===== src/rtl/down_timer.sv =====
// Loadable down-counter timer: counts a programmed value down to zero and
// pulses done on expiry, with hold, abort and periodic auto-reload modes.
module down_timer #(
  parameter int WIDTH = 4
) (
  input  logic             clk,
  input  logic             rst_n,
  input  logic             load,
  input  logic [WIDTH-1:0] load_val,
  input  logic             start,
  input  logic             hold,
  input  logic             abort,
  input  logic             auto_reload,
  output logic [WIDTH-1:0] count,
  output logic             busy,
  output logic             done
);

  typedef enum logic [1:0] {
    IDLE = 2'd0,
    RUN  = 2'd1,
    DONE = 2'd2
  } state_t;

  state_t           state;
  logic [WIDTH-1:0] rld;
  logic [WIDTH-1:0] start_val;

  // A load in the same cycle as start supplies the start value directly.
  assign start_val = load ? load_val : rld;

  always_ff @(posedge clk or negedge rst_n) begin
    if (!rst_n) begin
      state <= IDLE;
      rld   <= '0;
      count <= '0;
      busy  <= 1'b0;
      done  <= 1'b0;
    end else begin
      done <= 1'b0;
      if (abort) begin
        // count is deliberately frozen so software can see where it stopped.
        state <= IDLE;
        busy  <= 1'b0;
      end else begin
        if (load) begin
          rld <= load_val;
        end
        case (state)
          IDLE, DONE: begin
            if (start) begin
              if (start_val != '0) begin
                count <= start_val;
                state <= RUN;
                busy  <= 1'b1;
              end else begin
                count <= '0;
                done  <= 1'b1;
                state <= DONE;
                busy  <= 1'b0;
              end
            end else if (load) begin
              count <= load_val;
            end
          end
          RUN: begin
            if (!hold) begin
              if (count > WIDTH'(1)) begin
                count <= count - WIDTH'(1);
              end else begin
                // Reload uses the reload register as it stood before this edge.
                done <= 1'b1;
                if (auto_reload && (rld != '0)) begin
                  count <= rld;
                end else begin
                  count <= '0;
                  state <= DONE;
                  busy  <= 1'b0;
                end
              end
            end
          end
          default: begin
            state <= IDLE;
            busy  <= 1'b0;
          end
        endcase
      end
    end
  end

endmodule


===== config.mk =====
export PLATFORM = sky130hd
export DESIGN_NAME = down_timer
export DESIGN_NICKNAME = d
export VERILOG_FILES = /design/src/rtl/down_timer.sv
export SDC_FILE = /design/constraint.sdc
export NUM_CORES = 1
export LEC_CHECK = 0
export CAP_MARGIN = 10
export CORE_MARGIN = 2
export CORE_UTILIZATION = 52
export DETAILED_ROUTE_END_ITERATION = 8
export HOLD_SLACK_MARGIN = 0.15
export MAX_ROUTING_LAYER = met4
export PLACE_DENSITY = 0.82
export SLEW_MARGIN = 20
export SYNTH_ARGS = -nofsm -noshare
export SYNTH_HDL_FRONTEND = slang
export SYNTH_SLANG_ARGS = --single-unit

===== constraint.sdc =====
create_clock -name clk -period 3 [get_ports clk]
set_clock_uncertainty 0.1 [all_clocks]
set_input_delay 0.75 -clock clk [delete_from_list [all_inputs] [get_ports clk]]
set_output_delay 0.75 -clock clk [all_outputs]
set_load 0.01 [all_outputs]

* Yosys cells after proc, flatten, opt, wreduce, memory -nomap -nowiden
Index checks and enable logic that the tools add are counted.
Operators by class: reductions and logical operators 8, muxes and demuxes 28, order comparisons 1, $add $sub $neg 1, bitwise gates (word level) 1, equal/unequal tests 8
Operator list (number):
- two-way mux 4 bit | 7
- != test 3 bit (second input constant) | 5
- two-way mux 2 bit | 6
- two-way mux 1 bit | 11
- case mux 4 bit (2 select lines) | 1
- AND reduction 4 bit | 2
- nonzero test 4 bit | 2
- > comparator 4 x 1 -> 1 bit (second input constant) | 1
- case mux 1 bit (2 select lines) | 2
- case mux 2 bit (2 select lines) | 1
- subtractor 4 x 1 -> 4 bit (second input constant) | 1
- == test 2 x 1 -> 1 bit (second input constant) | 1
- == test 2 bit (second input constant) | 1
- logical NOT 2 bit | 1
- != test 2 bit (second input constant) | 1
- nonzero test 2 bit | 1
- OR reduction 2 bit | 1
- logical AND 1 bit | 1
- inverter 1 bit | 1
Storage, ports and cells: logic and storage cells 52, flip-flop bits (word level) 12, bits of input ports 11, output and inout bits 6

* Depth between registers and ports, before layout
depth in word-level cells 7, depth in mapped cells 7, depth with buffers taken out 6

* Worst setup path after synthesis
Ideal clock, no wire load.
path type register -> register, from register count[0], to register count[0], stages on the path, launching flop included 8, buffers on the path 1, arrival time 1.666 ns, path slack 1.092 ns, required time 2.758 ns, period minus slack after synthesis 1.908 ns, setup time 0.142 ns, path through dfrtp_1 > inv_1 > ha_1 > or2_0 > buf_2 > and4_4 > a2111oi_2 > a211oi_1
Between the ends: word-level cells in the longest chain between the ends 4, elaborated cells between the ends (all ways) 5, classes of those cells add/sub (1); order compare (1); mux (3)
RTL lines:
- start: declaration | RTL line 14 | output logic [WIDTH-1:0] count,
- start signal: assignment | RTL line 53 | count <= start_val;
- start signal: assignment | RTL line 63 | count <= load_val;
- start signal: assignment | RTL line 69 | count <= count - WIDTH'(1);
- subtractor 4 x 1 -> 4 bit / > comparator 4 x 1 -> 1 bit (equally long branches) | RTL line 69, 68
- two-way mux 4 bit (*) | RTL line 68 | if (count > WIDTH'(1)) begin
- two-way mux 4 bit (*) | RTL line 67 | if (!hold) begin
- case mux 4 bit (2 select lines) (*) | RTL line 49 | case (state)
Mark *: on every way between the ends. The rest lies on a longest branch, timed or not. The select of a mux whose other input is x is not followed. A chain may end at the register's enable or synchronous reset.

==> run metrics <==
area delta synth->final 24.32%; relative max-transition margin between 60 and 70%; setup total negative slack 0 ps; async set or reset register ratio after synthesis 100.0%; sequential cell area fraction in the yosys report between 30% and 40%; clock-pin transition on the worst setup and hold timing paths approximately 80 ps; Worst Reg-to-Reg Cells 6; via/cell ratio 6.282; Vias 691; Pwr Density 586.6 nW/µm²; hold buffer count at CTS 0; Clock Sink Count 11; capture instance of the worst register-to-register path count[0]; number of instances in the synthesized netlist 77; top_reg_cell synth sky130_fd_sc_hd__dfrtp_1; met3 WL 116 µm; last weighted congestion value of the routability-driven placer 0.9065; Hold Crit Start count[1]; number of synthesized flops with an enable pin 0; overall routing resource usage 20.81%; #FFs+latches synth 11; final critical-path share of the clock period 75.88%; minimum setup slack among reg-to-reg paths 1000 ps; Netlist Area Pre-Place 782.0 µm²; setup repair after global routing missed its margin no; effective utilization at floorplan between 50 and 60%; required time of the worst setup path 2150 ps; number of levels in the clock H-tree 1; detailed placer's ending HPWL 1280 µm; IO Count 17; run status finished, final reports clean; peak supply drop 399.9 µV; Crit path buffers/inverters 1; drt drc 0; Die Span Y 42.78 µm; Hold WC Path Type flip-flop to flip-flop; data arrival time of the critical path 1430 ps; final setup violation count 0; Max stage delay cell, worst path sky130_fd_sc_hd__clkdlybuf4s50_1; Worst R2R Start count[0]; number of global-route vias before repair 611; smallest setup slack after layout slightly above 700 ps; buffers added on ports 16; cts bufs inserted 3; total congestion overflow 0; clock tree from TritonCTS done; area of the die 1830 µm²; CP Max Fanout 10; violation count after the first detailed-route iteration 29; latest clock arrival within the worst-skew pair 280 ps; global-route wire length before repair 2829 µm; fmax approximately 0.44 GHz; max capacitance violation total 0; Final Routed Wirelength 1636 µm; total core area about 1400 µm²; fraction of final layout cells sized beyond drive strength 1 17.89%; floorplan die width between 40 and 50 µm; count of instances resized after the clock tree is built 0; transition time of the tightest slew-check pin 518.3 ps; maximum clock path buffer count 2; fin nets 109; pin count of the biggest net entering global routing 12; Hold Vio Cnt, Final 0; total of warnings raised by yosys 0; detailed-router iteration count before antenna repair 4; antenna-violating nets left 0; Post-Place Setup Slack between 600 and 700 ps; post-synth cell types 36; Critical Path End Type primary output; largest stage delay on the critical path 600 ps; series of cell instances along the critical path clkdlybuf4s50_1; detailed-routing wirelength on met1 751 µm; final max-slew violation count 0; Met2 Wirelength 742 µm; Routed wire per std cell 14.87 µm; cell family contributing the most delay on the critical path buffers and inverters; sort of element at the start of the critical path flip-flop; Antenna Cells 0; average footprint of a synthesized cell 10.16 µm²; worst hold slack 482.0 ps; Post-Syn Nets 90; static power due to leakage between 0.3 and 0.4 nW; number of buffers inserted to repair setup after CTS 0; cell depth of the worst hold path 1; top layer used by detailed routing met4; post-route minimum period 2276 ps; Hold EP count[1]; number of rows in the core area 13; master cell of the clock root buffer sky130_fd_sc_hd__clkbuf_4; number of antenna violations at the first check in global routing 0; critical path type flip-flop to primary output
## synth_stat cells, types with 2 or more instances
cell type                   instances  area (µm²)
sky130_fd_sc_hd__inv_1              5       18.77
sky130_fd_sc_hd__a22o_1             2       17.52
sky130_fd_sc_hd__nand2_1            2       7.510
sky130_fd_sc_hd__nand3_1            2       10.01
sky130_fd_sc_hd__dfrtp_1           11       275.3
sky130_fd_sc_hd__a2111oi_2          2       30.03
sky130_fd_sc_hd__o21ai_1            2       10.01
sky130_fd_sc_hd__or2_0              2       12.51
sky130_fd_sc_hd__mux2i_1            4       40.04
sky130_fd_sc_hd__nor2b_1            2       12.51
sky130_fd_sc_hd__nor3_1             3       15.01
sky130_fd_sc_hd__nand4_1            2       12.51
sky130_fd_sc_hd__mux2_2             5       56.30
sky130_fd_sc_hd__a21oi_1            6       30.03
sky130_fd_sc_hd__nand2b_1           2       12.51
sky130_fd_sc_hd__nor2_1             4       15.01
sky130_fd_sc_hd__ha_1               2       25.02
## where the power goes
group | total (W) | leakage (nW) | internal, W | switching, W
sequential | 0.000218 | 0.136 | 0.000176 | 0.0000422
clock | 0.000108 | 0.0177 | 0.0000494 | 0.0000584
combinational | 0.000244 | 0.239 | 0.000123 | 0.000121
## sequential cells by signal, indices dropped and copies added (netlist names)
register  count
rld           4
done          1
count         4
state         2
## per-stage QoR
step	instances	util (%)	area, µm²	power, W
after global placement	106	69.97	944.7	0.0004549
after detailed placement	106	69.97	944.7	0.0004642
after floorplan	77	-	782.0	0.0003768
after CTS	110	72.01	972.2	0.0005710
after global routing	110	72.01	972.2	0.0006056
final	110	72.01	972.2	0.0005703
## kinds of logic (layout without fill, tap and decap cells)
family | after synthesis | count (layout) | synth area share, %
AND/OR/NAND/NOR | 26 | 26 | 20.64
AO/OA/AOI/OAI | 21 | 21 | 22.72
flip-flops | 11 | 11 | 35.20
multiplexers | 10 | 10 | 13.76
buffers and inverters | 7 | 25 | 4.480
adder cells (fa/ha/maj) | 2 | 2 | 3.199
## layout by cell type, fill, tap and decap left out, types with 2 or more instances in the layout
cell type and instances:
sky130_fd_sc_hd__a2111oi_2 2, sky130_fd_sc_hd__a21oi_1 6, sky130_fd_sc_hd__a22o_1 2, sky130_fd_sc_hd__clkbuf_4 3, sky130_fd_sc_hd__clkdlybuf4s50_1 16, sky130_fd_sc_hd__dfrtp_1 11, sky130_fd_sc_hd__ha_1 2, sky130_fd_sc_hd__inv_1 5
sky130_fd_sc_hd__mux2_2 5, sky130_fd_sc_hd__mux2i_1 4, sky130_fd_sc_hd__nand2_1 2, sky130_fd_sc_hd__nand2b_1 2, sky130_fd_sc_hd__nand3_1 2, sky130_fd_sc_hd__nand4_1 2, sky130_fd_sc_hd__nor2_1 4, sky130_fd_sc_hd__nor2b_1 2
sky130_fd_sc_hd__nor3_1 3, sky130_fd_sc_hd__o21ai_1 2, sky130_fd_sc_hd__or2_0 2
## cell type report
type	count	area, µm²
well taps	15	18.77
clock buffers	3	22.52
fillers	99	377.9
multi-input cells	59	471.7
flip-flops and latches	11	275.3
inverters	5	18.77
clock inverters	1	5.005
repair buffers	16	160.2
## metal layers
metal	vias to the layer above	global-route usage, %
li1	324	-
met1	325	28.16
met2	34	30.30
met3	8	4.255
met4	0	8.125
met5	-	-
## how the worst max path moves through the flow
| stage | start | to | slack (ps) | cells past startpoint |
|---|---|---|---|---|
| final | state[0] | busy | 720 | 1 |
| after global routing | state[0] | busy | 660 | 1 |
| after CTS | state[0] | busy | 720 | 1 |
| after detailed placement | load_val[2] | done | 610 | 5 |
| after global placement | load_val[2] | done | 630 | 5 |
| after floorplan | count[0] | count[0] | 1090 | 7 |
Note: power is estimated with default switching activity, not from simulation.
